File: config.mk
export PLATFORM = sky130hd
export DESIGN_NAME = maxpool_stream_flat
export DESIGN_NICKNAME = d
export VERILOG_FILES = /design/src/rtl/maxpool_stream_if.sv /design/src/rtl/maxpool_stream.sv /design/src/flat_wrapper.sv
export SDC_FILE = /design/constraint.sdc
export NUM_CORES = 1
export LEC_CHECK = 0
export ABC_CLOCK_PERIOD_IN_PS = 2300
export CAP_MARGIN = 20
export CORE_AREA = 2 2 59 61
export DETAILED_ROUTE_END_ITERATION = 10
export DIE_AREA = 0 0 61 63
export GPL_TIMING_DRIVEN = 0
export PLACE_DENSITY = 0.71
export REMOVE_ABC_BUFFERS = 1
export SLEW_MARGIN = 0
export SYNTH_ARGS = -nofsm -noshare
export SYNTH_HDL_FRONTEND = slang
export SYNTH_SLANG_ARGS = --single-unit
File: constraint.sdc
create_clock -name clk -period 2.3 [get_ports clk]
set_input_delay 0.23 -clock clk [delete_from_list [all_inputs] [get_ports clk]]
set_output_delay 0.23 -clock clk [all_outputs]
set_load 0.02 [all_outputs]
File: src/rtl/maxpool_stream_if.sv
// Valid/ready bundle for maxpool_stream: sample beat in, pooled result beat out, window status.
// slave is the pooling stage's view; master is the neighbour driving samples and taking results.
interface maxpool_stream_if #(
  parameter int DATA_W = 8,
  parameter int POOL_K = 2
);
  localparam int CNT_W = $clog2(POOL_K + 1);

  logic              in_valid;
  logic              in_ready;
  logic [DATA_W-1:0] in_data;
  logic              in_last;
  logic              out_valid;
  logic              out_ready;
  logic [DATA_W-1:0] out_data;
  logic              out_last;
  logic [CNT_W-1:0]  win_cnt;

  modport master (
    output in_valid, in_data, in_last, out_ready,
    input  in_ready, out_valid, out_data, out_last, win_cnt
  );

  modport slave (
    input  in_valid, in_data, in_last, out_ready,
    output in_ready, out_valid, out_data, out_last, win_cnt
  );
endinterface

File: src/rtl/maxpool_stream.sv
// Streaming 1-D max-pool over POOL_K samples (last flushes early); result registered 1 cycle after the closing beat.
// in_ready = ~out_valid | out_ready, so a held result stalls input. MAXPOOL_RELU_FUSE_EN clamps negative results to 0.
module maxpool_stream #(
  parameter int DATA_W     = 8,
  parameter int POOL_K     = 2,
  parameter int SIGNED_CMP = 1
) (
  input  logic              clk,
  input  logic              rst_n,
  maxpool_stream_if.slave   bus
);
  localparam int               CNT_W    = $clog2(POOL_K + 1);
  localparam logic [CNT_W-1:0] LAST_IDX = CNT_W'(POOL_K - 1);

  logic [DATA_W-1:0] run_max;
  logic [DATA_W-1:0] win_max;
  logic [DATA_W-1:0] result;
  logic [DATA_W-1:0] out_data_q;
  logic [CNT_W-1:0]  win_cnt_q;
  logic              out_valid_q;
  logic              out_last_q;
  logic              in_gt;
  logic              accept;
  logic              close;
  logic              drain;

  generate
    if (SIGNED_CMP != 0) begin : g_signed_cmp
      assign in_gt = $signed(bus.in_data) > $signed(run_max);
    end else begin : g_unsigned_cmp
      assign in_gt = bus.in_data > run_max;
    end
  endgenerate

  assign bus.in_ready = ~out_valid_q | bus.out_ready;
  assign accept       = bus.in_valid & bus.in_ready;
  assign drain        = out_valid_q & bus.out_ready;
  assign close        = accept & ((win_cnt_q == LAST_IDX) | bus.in_last);

  // First sample of a window ignores the stale running max.
  assign win_max = ((win_cnt_q == '0) || in_gt) ? bus.in_data : run_max;

`ifdef MAXPOOL_RELU_FUSE_EN
  assign result = ((SIGNED_CMP != 0) && win_max[DATA_W-1]) ? '0 : win_max;
`else
  assign result = win_max;
`endif

  always_ff @(posedge clk or negedge rst_n) begin
    if (!rst_n) begin
      run_max     <= '0;
      win_cnt_q   <= '0;
      out_valid_q <= 1'b0;
      out_data_q  <= '0;
      out_last_q  <= 1'b0;
    end else begin
      if (drain) begin
        out_valid_q <= 1'b0;
      end
      if (accept) begin
        run_max <= win_max;
        // A closing beat overrides the drain clear so back-to-back results keep flowing.
        if (close) begin
          out_valid_q <= 1'b1;
          out_data_q  <= result;
          out_last_q  <= bus.in_last;
          win_cnt_q   <= '0;
        end else begin
          win_cnt_q <= win_cnt_q + CNT_W'(1);
        end
      end
    end
  end

  assign bus.out_valid = out_valid_q;
  assign bus.out_data  = out_data_q;
  assign bus.out_last  = out_last_q;
  assign bus.win_cnt   = win_cnt_q;
endmodule

File: src/flat_wrapper.sv
// flat-port wrapper written by rule: the top's interface ports become plain ports
module maxpool_stream_flat 
#(
  parameter int DATA_W     = 8,
  parameter int POOL_K     = 2,
  parameter int SIGNED_CMP = 1
)
  (clk, rst_n, bus_in_valid, bus_in_data, bus_in_last, bus_out_ready, bus_in_ready, bus_out_valid, bus_out_data, bus_out_last, bus_win_cnt);
  maxpool_stream_if #(.DATA_W(DATA_W), .POOL_K(POOL_K)) bus_i ();
  input  logic clk;
  input  logic rst_n;
  input wire logic [$bits(bus_i.in_valid)-1:0] bus_in_valid;
  input wire logic [$bits(bus_i.in_data)-1:0] bus_in_data;
  input wire logic [$bits(bus_i.in_last)-1:0] bus_in_last;
  input wire logic [$bits(bus_i.out_ready)-1:0] bus_out_ready;
  output wire logic [$bits(bus_i.in_ready)-1:0] bus_in_ready;
  output wire logic [$bits(bus_i.out_valid)-1:0] bus_out_valid;
  output wire logic [$bits(bus_i.out_data)-1:0] bus_out_data;
  output wire logic [$bits(bus_i.out_last)-1:0] bus_out_last;
  output wire logic [$bits(bus_i.win_cnt)-1:0] bus_win_cnt;
  assign bus_i.in_valid = bus_in_valid;
  assign bus_i.in_data = bus_in_data;
  assign bus_i.in_last = bus_in_last;
  assign bus_i.out_ready = bus_out_ready;
  assign bus_in_ready = bus_i.in_ready;
  assign bus_out_valid = bus_i.out_valid;
  assign bus_out_data = bus_i.out_data;
  assign bus_out_last = bus_i.out_last;
  assign bus_win_cnt = bus_i.win_cnt;
  maxpool_stream #(.DATA_W(DATA_W), .POOL_K(POOL_K), .SIGNED_CMP(SIGNED_CMP)) u_core (.clk(clk), .rst_n(rst_n), .bus(bus_i));
endmodule
# Word level (Yosys, flattened, before mapping)
# Index checks and enable logic that the tools add are counted.
word_totals:
  regBits: 20
  latchBits: 0
  ramBits: 0
  mem_bits_ro: 0
  in_bits: 13
  output_inout_bits: 13
  wordCells: 22
  n_memories: 0
classes:
  addsub: 1
  mul: 0
  div_mod_pow: 0
  order_cmp: 1
  eq_ne: 1
  n_shift: 0
  n_mux: 5
  bitwise: 6
  n_reduce_logical: 3
ops:
  columns: ["op", "count"]
  rows:
  - ["$gt 8x8->1", 1]
  - ["$mux 8", 1]
  - ["$and 1x1->1", 3]
  - ["$mux 1", 3]
  - ["$add 2x1->2 const B", 1]
  - ["$eq 2x1->1 const B", 1]
  - ["$logic_not 2->1", 1]
  - ["$mux 2", 1]
  - ["$or 1x1->1", 2]
  - ["$reduce_and 2->1", 1]
  - ["$logic_or 1x1->1", 1]
  - ["$not 1->1", 1]

# Longest topological paths before layout
logic_depth:
  ltp_word: 6
  mapped_depth: 8
  mapped_depth_nobuf: 8

# Worst setup path before layout
# Ideal clock, no wire load.
synth_timing:
  kind: "register to register"
  from: "register u_core.run_max[5]"
  to: "register u_core.out_data_q[0], in the netlist u_core.bus.out_data[0]"
  setup_ns: 0.137
  t_arrival_ns: 2.085
  required_time_ns: 2.163
  slack_ns: 0.078
  stages_incl_launch_ff: 8
  n_path_buf: 0
  period_less_slack_ns: 2.222
  cell_sequence: "dfrtp_1 inv_1 ha_1 a21o_1 a2111o_1 a221oi_4 mux2i_1 a21oi_1"
synth_between:
  elab_chain_cells: 3
synth_lines:
  columns: ["element", "line", "text"]
  rows:
  - ["from (decl)", "maxpool_stream.sv:15", "logic [DATA_W-1:0] run_max;"]
  - ["from (signal assigned)", "maxpool_stream.sv:61", "run_max <= win_max;"]
  - ["$gt 8x8->1", "maxpool_stream.sv:29", "assign in_gt = $signed(bus.in_data) > $signed(run_max);"]
  - ["$logic_or 1x1->1", "maxpool_stream.sv:41", "assign win_max = ((win_cnt_q == '0) || in_gt) ? bus.in_data : run_max;"]
  - ["$mux 8", "maxpool_stream.sv:41", null]
  - ["to (signal assigned)", "maxpool_stream.sv:65", "out_data_q <= result;"]
  - ["to (decl)", "maxpool_stream.sv:18", "logic [DATA_W-1:0] out_data_q;"]
# Every way passes these cells.
# A chain may end at the register's enable or synchronous reset.

# Worst setup path after layout
layout_timing:
  from: "input bus_in_data[5]"
  to: "register u_core.out_data_q[1], in the netlist u_core.bus.out_data[1]"
layout_between:
  elab_chain_cells: 3
layout_lines:
  columns: ["element", "line", "text"]
  rows:
  - ["from (decl)", "flat_wrapper.sv:13", "input wire logic [$bits(bus_i.in_data)-1:0] bus_in_data;"]
  - ["$gt 8x8->1", "maxpool_stream.sv:29", null]
  - ["$logic_or 1x1->1", "maxpool_stream.sv:41", null]
  - ["$mux 8", "maxpool_stream.sv:41", null]
# Every way passes these cells.

==> flow_summary.ini <==
[global_routing]
antenna_found_initial = 0
track_usage_pct = 11.9
grt_pass1_wl_mm = 3.46
first_global_vias = 818
grt_overflow_total = 0
grt_max_degree = 21

[yosys]
syn_inst = 101
synth_area_um2 = 1080
ys_warn_count = 0
synth_seq_area_share_pct = 46.3
ys_seq_elements = 20
syn_avg_cell_area_um2 = 10.7
async_flop_share_pct = 100
synthFlopType = dfrtp_1
synth_cell_types = 21
synth_edf_count = 0

[route]
antenna_left = 0
drt_wl_total_mm = 2.04
wl_met2_um = 987
drtPass1Iterations = 4
top_layer = met4
drc = 0
dr_wl_met3_um = 94
vias = 822
wl_met1_um = 920
vias_per_cell = 4.67
wl_per_cell_um = 11.6
drt_iter0_drc = 1

[setup_path]
worstSetupStartpointType = input port
crit_fanout = 4
cp.required_ns = 2.45
cp.arrival_ns = 2.37
cpPeakStageDelay_ns = 0.55
path_cells = clkdlybuf4s50_1 > ha_4 > a21o_1 > a2111o_1 > a221oi_4 > buf_6 > mux2i_1 > a21oi_1
r2r_end = u_core.bus.out_data[1]$_DFFE_PN0P_
r2r_slack_ns = 0.12
cp_slowest_cell = clkdlybuf4s50_1
worst-setup-path-type = input port to flop
regToRegStartpoint = u_core.run_max[5]$_DFFE_PN0P_
rr_worst_depth = 8
crit_path_end_kind = flop

[placed_design]
dp_slack_ns = -0.511
dp.cells = 170
io_buffers = 25
gp_congestion = 0.719
hpwlAfterDp_mm = 1.50
post_dp_cell_area_um2 = 1380

[cts]
cts_buffers = 3
cts_hold_buf = 0
clk_pin_slew_worst_paths_ns = 0.11
root_buffer = clkbuf_4
cts_buffer_depth = 2
cts_max_level = 1
cts_tree = done
worstSkewPairLatency_ns = 0.30
numClockSinks = 20

[cells_and_area]
final_area_um2 = 1460
areaGrowthSynthToFinish_pct = 35.5
antenna_cells = 0
final_util_pct = 45.3
finalNonFillerCells = 176
drive_gt1_share_pct = 14.6
nets = 154

[floorplan]
initial_core_util_pct = 33.4
die_area_um2 = 3840
core-area_um2 = 3230
die_y_um = 63
ios = 26
rows = 21
die_x_um = 61

[timing]
slew_violations = 0
hold_violations = 0
maxClockFrequency_ghz = 0.451
skew_ns = 0.00444
tightest_slew_ns = 1.04
fin_crit_sh_pct = 96.4
slew_headroom_pct = 30.6
period_needed_ns = 2.22
setup_slack_ns = 0.0825
setup-violations-final = 0

[run]
drv_cap = 0

[power]
p_leak_nw = 0.618
finalPower_mw = 1.51
power_density_nw_per_um2 = 1030
peakVddDrop_mv = 0.425

[hold_path]
hold_path.class = input port to asynchronous set/reset pin

[outcome]
status = complete, no violations
cell usage after synthesis (2+ instances only):
library cell  number  area (µm²)
nand4_1            2        12.5
clkbuf_1           2        7.51
ha_1              10         125
inv_1             11        41.3
nand2_1            2        7.51
mux2_2             8        90.1
nand3_1            2        10.0
mux2i_1            8        80.1
nor2_1            12        45.0
o21ai_0            4        20.0
dfrtp_1           20         500
a21oi_1           11        55.1
metal layers:
layer / vias to the layer above / GRT usage, %
li1: 411 / -
met1: 385 / 15.9
met2: 21 / 18.1
met3: 5 / 2.48
met4: 0 / 5.71
met5: - / 0
how the worst max path moves through the flow:
stage                                                    end  cells past startpoint  slack, ns                          start
after floorplan           u_core.bus.out_data[0]$_DFFE_PN0P_                      7       0.06  u_core.run_max[5]$_DFFE_PN0P_
after detailed placement  u_core.bus.out_data[1]$_DFFE_PN0P_                      7      -0.51                 bus_in_data[5]
final                     u_core.bus.out_data[1]$_DFFE_PN0P_                      8       0.08                 bus_in_data[5]
after CTS                 u_core.bus.out_data[1]$_DFFE_PN0P_                      8       0.01  u_core.run_max[5]$_DFFE_PN0P_
after global placement    u_core.bus.out_data[1]$_DFFE_PN0P_                      7      -0.50                 bus_in_data[5]
after global routing      u_core.bus.out_data[1]$_DFFE_PN0P_                      8     -0.004                 bus_in_data[5]
stage by stage:
stage               setup TNS (ns)  hold slack [ns]
floorplan                        0          -0.0656
global placement             -7.61            0.492
detailed placement           -7.64            0.485
CTS                              0            0.446
global route              -0.00410            0.474
finish                           0            0.414
worst max-delay path, delay by kind of cell:
family	cells	cell delay, ns
compound gates	4	1.00
fa+ha+maj	1	0.23
buf+inv	2	0.72
mux	1	0.19
power by group:
group | switching, mW | internal (mW) | total, mW
Combinational | 0.368 | 0.376 | 0.744
Sequential | 0.0802 | 0.478 | 0.558
Clock | 0.107 | 0.0967 | 0.204
Total | 0.555 | 0.951 | 1.51
cell families (layout without fill, tap and decap cells):
family	count (synthesis)	count (layout)	share of synthesized area [%]
AO/OA/AOI/OAI	20	20	12.6
adder cells (fa/ha/maj)	10	10	11.6
buffers and inverters	13	42	4.52
flip-flops	20	20	46.3
multiplexers	16	16	15.8
AND/OR/NAND/NOR	22	22	9.15
state kept, by name, indices dropped and copies added, names as in the netlist:
signal / count
u_core.bus.win_cnt: 2
u_core.run_max: 8
u_core.bus.out_last: 1
u_core.bus.out_data: 8
u_core.bus.out_valid: 1
layout by cell type, fill, tap and decap left out, types with 2 or more instances in the layout:
master,synthesis,routed
nand4_1,2,2
nand3_1,2,2
clkdlybuf4s50_1,0,25
a21oi_1,11,10
nand2_1,2,2
buf_6,0,2
clkbuf_4,0,3
dfrtp_1,20,20
mux2i_1,8,8
nor2_1,12,11
inv_1,11,10
mux2_2,8,8
ha_1,10,9
o21ai_0,4,4
cell type report:
type	count	area, µm²
multi-input cells	68	554
repair buffers	27	273
inverters	11	41.3
fillers	316	1770
clock buffers	4	36.3
flip-flops and latches	20	500
well taps	46	57.6
what timing repair did:
| item | in CTS | in global routing |
|---|---|---|
| pin swaps | 1 | 3 |
| setup buffers | 2 | 0 |
| hold endpoints to repair | 0 | 0 |
| cloned | 0 | 0 |
| gates resized for setup | 1 | 6 |
| setup endpoints to repair | 16 | 16 |
Note: power is estimated with default switching activity, not from simulation.
